===== config.mk =====
export PLATFORM = sky130hd
export DESIGN_NAME = serial_subtractor_flat
export DESIGN_NICKNAME = d
export VERILOG_FILES = /design/src/rtl/serial_subtractor_if.sv /design/src/rtl/serial_subtractor.sv /design/src/flat_wrapper.sv
export SDC_FILE = /design/constraint.sdc
export NUM_CORES = 1
export LEC_CHECK = 0
export ABC_AREA = 1
export ABC_CLOCK_PERIOD_IN_PS = 3100
export CORE_UTILIZATION = 40
export CTS_CLUSTER_SIZE = 14
export DETAILED_ROUTE_END_ITERATION = 10
export SETUP_SLACK_MARGIN = 0.02
export SYNTH_ARGS = -nofsm -noshare
export SYNTH_HDL_FRONTEND = slang
export SYNTH_SLANG_ARGS = --single-unit

===== constraint.sdc =====
create_clock -name clk -period 3.1 [get_ports clk]
set_clock_uncertainty 0.1 [all_clocks]
set_input_delay 0.31 -clock clk [delete_from_list [all_inputs] [get_ports clk]]
set_output_delay 0.31 -clock clk [all_outputs]
set_load 0.005 [all_outputs]

===== src/rtl/serial_subtractor_if.sv =====
// Operand/result bundle for serial_subtractor: start with operands in, busy/done and result flags out.
// master drives the request side, slave is the subtractor itself.
interface serial_subtractor_if #(
  parameter int W = 8
);
  logic         start;
  logic [W-1:0] a;
  logic [W-1:0] b;
  logic         busy;
  logic         done;
  logic [W-1:0] diff;
  logic         borrow_out;
  logic         overflow;
  logic         zero;

  modport master (
    output start, a, b,
    input  busy, done, diff, borrow_out, overflow, zero
  );

  modport slave (
    input  start, a, b,
    output busy, done, diff, borrow_out, overflow, zero
  );
endinterface


===== src/rtl/serial_subtractor.sv =====
// Bit-serial a-b, LSB first through one full-subtractor cell: W SHIFT cycles, then a one-cycle done.
// No backpressure: start is only accepted in IDLE and is dropped (not queued) otherwise.
module serial_subtractor #(
  parameter int W = 8
) (
  input  logic                 clk,
  input  logic                 rst,
  serial_subtractor_if.slave   bus
);
  localparam int CW = (W > 2) ? $clog2(W) : 1;

  typedef enum logic [1:0] {
    IDLE  = 2'd0,
    SHIFT = 2'd1,
    DONE  = 2'd2
  } state_e;

  state_e        state_q, state_d;
  logic [W-1:0]  sa_q, sa_d;
  logic [W-1:0]  sb_q, sb_d;
  logic [W-1:0]  res_q, res_d;
  logic [W-1:0]  diff_q, diff_d;
  logic [CW-1:0] count_q, count_d;
  logic          bor_q, bor_d;
  logic          a_msb_q, a_msb_d;
  logic          b_msb_q, b_msb_d;
  logic          borrow_q, borrow_d;
  logic          ovf_q, ovf_d;
  logic          zero_q, zero_d;

  logic x, y, d, bor_next;

  always_comb begin
    state_d  = state_q;
    sa_d     = sa_q;
    sb_d     = sb_q;
    res_d    = res_q;
    diff_d   = diff_q;
    count_d  = count_q;
    bor_d    = bor_q;
    a_msb_d  = a_msb_q;
    b_msb_d  = b_msb_q;
    borrow_d = borrow_q;
    ovf_d    = ovf_q;
    zero_d   = zero_q;

    x        = sa_q[0];
    y        = sb_q[0];
    d        = x ^ y ^ bor_q;
    bor_next = (~x & y) | (~(x ^ y) & bor_q);

    case (state_q)
      IDLE: begin
        if (bus.start) begin
          state_d = SHIFT;
          sa_d    = bus.a;
          sb_d    = bus.b;
          a_msb_d = bus.a[W-1];
          b_msb_d = bus.b[W-1];
          bor_d   = 1'b0;
          count_d = '0;
        end
      end
      SHIFT: begin
        sa_d    = sa_q >> 1;
        sb_d    = sb_q >> 1;
        res_d   = {d, res_q[W-1:1]};
        bor_d   = bor_next;
        count_d = count_q + CW'(1);
        // The last bit lands in res_d this edge, so the result is published straight from it.
        if (count_q == CW'(W - 1)) begin
          state_d  = DONE;
          diff_d   = {d, res_q[W-1:1]};
          borrow_d = bor_next;
          ovf_d    = (a_msb_q ^ b_msb_q) & (d ^ a_msb_q);
          zero_d   = (diff_d == '0);
        end
      end
      DONE: begin
        state_d = IDLE;
      end
      default: begin
        state_d = IDLE;
      end
    endcase
  end

  always_ff @(posedge clk) begin
    if (rst) begin
      state_q  <= IDLE;
      sa_q     <= '0;
      sb_q     <= '0;
      res_q    <= '0;
      diff_q   <= '0;
      count_q  <= '0;
      bor_q    <= 1'b0;
      a_msb_q  <= 1'b0;
      b_msb_q  <= 1'b0;
      borrow_q <= 1'b0;
      ovf_q    <= 1'b0;
      zero_q   <= 1'b0;
    end else begin
      state_q  <= state_d;
      sa_q     <= sa_d;
      sb_q     <= sb_d;
      res_q    <= res_d;
      diff_q   <= diff_d;
      count_q  <= count_d;
      bor_q    <= bor_d;
      a_msb_q  <= a_msb_d;
      b_msb_q  <= b_msb_d;
      borrow_q <= borrow_d;
      ovf_q    <= ovf_d;
      zero_q   <= zero_d;
    end
  end

  assign bus.busy       = (state_q == SHIFT);
  assign bus.done       = (state_q == DONE);
  assign bus.diff       = diff_q;
  assign bus.borrow_out = borrow_q;
  assign bus.overflow   = ovf_q;
  assign bus.zero       = zero_q;
endmodule

===== src/flat_wrapper.sv =====
// flat-port wrapper written by rule: the top's interface ports become plain ports
module serial_subtractor_flat 
#(
  parameter int W = 8
)
  (clk, rst, bus_start, bus_a, bus_b, bus_busy, bus_done, bus_diff, bus_borrow_out, bus_overflow, bus_zero);
  serial_subtractor_if #(.W(W)) bus_i ();
  input  logic clk;
  input  logic rst;
  input wire logic [$bits(bus_i.start)-1:0] bus_start;
  input wire logic [$bits(bus_i.a)-1:0] bus_a;
  input wire logic [$bits(bus_i.b)-1:0] bus_b;
  output wire logic [$bits(bus_i.busy)-1:0] bus_busy;
  output wire logic [$bits(bus_i.done)-1:0] bus_done;
  output wire logic [$bits(bus_i.diff)-1:0] bus_diff;
  output wire logic [$bits(bus_i.borrow_out)-1:0] bus_borrow_out;
  output wire logic [$bits(bus_i.overflow)-1:0] bus_overflow;
  output wire logic [$bits(bus_i.zero)-1:0] bus_zero;
  assign bus_i.start = bus_start;
  assign bus_i.a = bus_a;
  assign bus_i.b = bus_b;
  assign bus_busy = bus_i.busy;
  assign bus_done = bus_i.done;
  assign bus_diff = bus_i.diff;
  assign bus_borrow_out = bus_i.borrow_out;
  assign bus_overflow = bus_i.overflow;
  assign bus_zero = bus_i.zero;
  serial_subtractor #(.W(W)) u_core (.clk(clk), .rst(rst), .bus(bus_i));
endmodule

== Word level (Yosys, flattened, before mapping) ==
Index checks and enable logic that the tools add are counted.
Storage, ports and cells
  logic and storage cells: 46
  flip-flop bits (word level): 43
  output and inout bits: 13
Operators by class
  reductions and logical operators: 7
  add/subtract/negate cells: 1
  bitwise gates (word level): 10
  equality and inequality tests: 5
  mux-type cells: 11
Operators by type and width (number)
  case mux 8 bit (2 select lines): 2
  2-to-1 mux 8 bit: 2
  zero test 8 bit: 1
  AND reduction 2 bit: 4
  case mux 3 bit (2 select lines): 1
  2-to-1 mux 2 bit: 2
  case mux 2 bit (2 select lines): 1
  XOR 1 bit: 4
  adder 3 x 1 -> 3 bit (second input constant): 1
  bitwise AND 1 bit: 3
  == test 3 bit (second input constant): 1
  2-to-1 mux 3 bit: 1
  == test 2 x 1 -> 1 bit (second input constant): 1
  == test 2 bit (second input constant): 1
  zero test 2 bit: 1
  != test 2 x 1 -> 1 bit (second input constant): 1
  != test 2 bit (second input constant): 1
  NOT 1 bit: 2
  case mux 1 bit (2 select lines): 1
  nonzero test 2 bit: 1
  2-to-1 mux 1 bit: 1
  OR 1 bit: 1

== Depth between registers and ports, before layout ==
  depth after elaboration: 5
  gate-level depth with buffers: 8
  gate-level depth less buffers: 8

== Worst setup path after synthesis ==
OpenSTA, ideal clock, no wires.
  path type: reg2reg
  start: register u_core.sb_q[0]
  end: register u_core.ovf_q, in the netlist u_core.bus.overflow
  stages on the path, launching flop included: 8
  arrival time: 1.191 ns
  path slack: 1.700 ns
  clock period less this slack: 1.400 ns
  path through: dfxtp_1 > inv_1 > fa_1 > inv_1 > nand2_1 > nand3_1 > nand2_1 > inv_1
Between the ends
  longest elaborated chain between the ends: 4
RTL lines
  start, declared: line serial_subtractor.sv:20  | logic [W-1:0] sb_q, sb_d;
  start signal, assigned: line serial_subtractor.sv:92  | sb_q <= '0;
  start signal, assigned: line serial_subtractor.sv:105  | sb_q <= sb_d;
  XOR 1 bit (2 in a row): line serial_subtractor.sv:49  | d = x ^ y ^ bor_q;
  via u_core.d: line serial_subtractor.sv:31  | logic x, y, d, bor_next;
  XOR 1 bit: line serial_subtractor.sv:75  | ovf_d = (a_msb_q ^ b_msb_q) & (d ^ a_msb_q);
  bitwise AND 1 bit: line serial_subtractor.sv:75
  end signal, assigned: line serial_subtractor.sv:113  | ovf_q <= ovf_d;
  end, declared: line serial_subtractor.sv:28  | logic ovf_q, ovf_d;
The timed path passes the listed nets, and every way through them passes these cells.
A chain may end at the register's enable or synchronous reset.

== Final worst setup path ==
  start: register u_core.state_q[0]
  end: output bus_busy
Between the ends
  longest elaborated chain between the ends: 1
RTL lines
  start, declared: line serial_subtractor.sv:18  | state_e state_q, state_d;
  start signal, assigned: line serial_subtractor.sv:103  | state_q <= state_d;
  == test 2 x 1 -> 1 bit: line serial_subtractor.sv:118  | assign bus.busy = (state_q == SHIFT);
  end, declared: line flat_wrapper.sv:13  | output wire logic [$bits(bus_i.busy)-1:0] bus_busy;
Every way passes these cells.

==> flow_summary.ini <==
[global_route]
grt_pass1_wl_mm = 6.68
antenna_found_initial = 0
grt_pass1_vias = 1424
grt_max_degree = 43
overflow = 0
grt_use_total_pct = 17.4

[outcome]
violations = design-rule violations
status = complete, but fails checks

[critical_path]
crit_type = flop to primary output
required_ns = 2.69
crit_chain = inv_2 -> nor2_2 -> clkdlybuf4s50_1
critPathLaunchType = flop
max_stage_delay_ns = 0.60
critPathArrivalTime_ns = 1.72
crit_path_top_delay_cell = clkdlybuf4s50_1
end_kind = primary output
critPathMaxFanout = 14

[yosys]
synth_xor_area_share_pct = 0
syn-cell-area_sq_um = 1880
ys_seq_area_share_pct = 44.8
synth_compound_area_share_pct = 11.6
synth_cells = 262
synth_top_family_by_area = simple AND/OR/NAND/NOR gates
yosys.area_share.simple_pct = 28.4
synth_nets = 284
synthMuxAreaShare_pct = 0
yosys.area_share.adder_pct = 2.40
synth_warnings = 0
ys_ff_latch = 42
avgSynthCellArea_sq_um = 7.16
ys_types = 23

[cells_and_area]
synthToLayoutAreaGrowth_pct = 21.4
fillCellCount = 448
fin_area_sq_um = 2280
final_common_cell = nand3_1
layout_common_cells = nand3_1 (54), dfxtp_1 (42), inv_1 (37)
nNetsFinal = 308
diodes = 0
layout.cells.non_filler = 339
layout-drive-gt1-share_pct = 6.27

[clock_tree]
cts_tree = done
hold_buffers = 0
cts_made_buffers = 5
clk_pin_slew_ns = 0.08
cts_max_path_buffers = 2
cts.htree.levels = 2
post_cts_buffers = 0
cts_root_buf = clkbuf_8
cts_sinks = 42
insertion_delay_ns = 0.29
post_cts_resized = 0

[timing]
fin_ws_ns = 0.973
finalHoldViolCount = 0
timing.fmax_ghz = 0.470
setup_violations = 0
worst_pin_slew_ns = 0.543
relSlewSlack_pct = 63.7
tns_ns = 0
finalCritPeriodShare_pct = 68.6
min_period_ns = 2.13
maxSlewViolCount = 0
grt_setup_unrepaired = no

[place]
dpl_cell_area_sq_um = 2180
hpwlAfterDp_mm = 2.53
post-place-ws_ns = 1.21
dp_cells = 331
io_buffers = 31
routabilityCongestion = 0.722

[detailed_routing]
routed_wl_mm = 3.93
dr.first_iter.drc_count = 150
dr_wl_met2_mm = 1.68
num_vias = 1641
drt-pass1-iter-count = 7
topRoutingLayerUsed = met4
avgRoutedWirePerCell_microns = 11.6
drc_errors = 9
vias_per_cell = 4.84
wl_met1_mm = 2.02
wl_met3_microns = 165
ant_nets = 0

[die]
start_util_pct = 42.2
die-area_sq_um = 4970
pin_count = 32
row_count = 24
core_sq_um = 4440
die_x_microns = 70.5
die_h_microns = 70.5

[power]
pwr-share-clk_pct = 33.1
seq_power_share_pct = 52.6
switching_power_mw = 0.302
power_per_cell_area_nw_per_um2 = 491
p_leak_nw = 0.969
switching_share_pct = 26.9
p_int_mw = 0.818
p_comb_share_pct = 14.2
ir_worst_vdd_uv = 272

[run]
drv_cap = 0

[worst_hold_path]
hold_path_class = flop to flop
cell families after synthesis:
| logic type | count (synthesis) |
|---|---|
| compound gates | 43 |
| fa+ha+maj | 3 |
| buf+inv | 57 |
| flops | 42 |
| simple gates | 117 |
registers in the layout, summed over array words and instances, names as in the netlist:
signal / count
u_core.count_q: 3
u_core.res_q: 7
u_core.a_msb_q: 1
u_core.state_q: 2
u_core.bus.diff: 8
u_core.bor_q: 1
u_core.bus.borrow_out: 1
u_core.bus.zero: 1
u_core.bus.overflow: 1
u_core.b_msb_q: 1
u_core.sa_q: 8
u_core.sb_q: 8
through the flow:
| step | hold slack, ns | util (%) | power [mW] |
|---|---|---|---|
| 2_1_floorplan | 0.329 | - | 0.714 |
| 3_3_place_gp | 0.366 | 49.1 | 0.761 |
| 3_5_place_dp | 0.366 | 49.1 | 0.762 |
| 4_1_cts | 0.376 | 51.2 | 1.13 |
| 5_1_grt | 0.400 | 51.2 | 1.19 |
| 6_report | 0.376 | 51.2 | 1.12 |
power by group through the flow:
stage / sequential (mW) / clock, mW / combinational [mW]
2_1_floorplan: 0.596 / 0 / 0.118
3_3_place_gp: 0.601 / 0 / 0.160
3_5_place_dp: 0.601 / 0 / 0.161
4_1_cts: 0.589 / 0.379 / 0.162
5_1_grt: 0.593 / 0.407 / 0.186
6_report: 0.589 / 0.371 / 0.159
layer usage:
layer  vias up  global-route usage [%]
li1        879                       -
met4         0                    6.80
met2        29                    24.7
met1       727                    24.8
met3         6                    4.76
met5         -                       0
worst paths after layout:
check	from	end	slack [ns]	cells past startpoint
hold / removal	u_core.a_msb_q	u_core.a_msb_q	0.38	2
hold reg to reg	u_core.a_msb_q	u_core.a_msb_q	0.38	2
setup / recovery	u_core.state_q[0]	bus_busy	0.97	3
setup reg to reg	u_core.state_q[0]	u_core.bus.overflow	1.43	6
Yosys cell counts, drive strengths merged:
master / number / area [sq um]
a211oi: 1 / 7.51
a21oi: 26 / 130
buf: 10 / 61.3
clkbuf: 6 / 22.5
clkinv: 1 / 3.75
dfxtp: 42 / 841
fa: 1 / 20.0
ha: 2 / 25.0
inv: 40 / 153
nand2: 32 / 133
nand3: 54 / 270
nor2: 30 / 123
o21ai: 16 / 80.1
or2: 1 / 6.26
critical path, delay by kind of cell, from the launching register on:
kind | cells | cell delay [ns]
simple gates | 1 | 0.42
flops | 1 | 0.35
buf+inv | 2 | 0.65
final cells by class:
cell class	instances	area, sq um	share of cell area (%)
Tap cell	52	65.1	2.86
Timing Repair Buffer	33	325	14.3
Clock inverter	2	12.5	0.549
Multi-Input combinational cell	163	795	34.9
Sequential cell	42	841	36.9
Inverter	41	156	6.87
Clock buffer	6	82.6	3.63
Note: power is estimated with default switching activity, not from simulation.
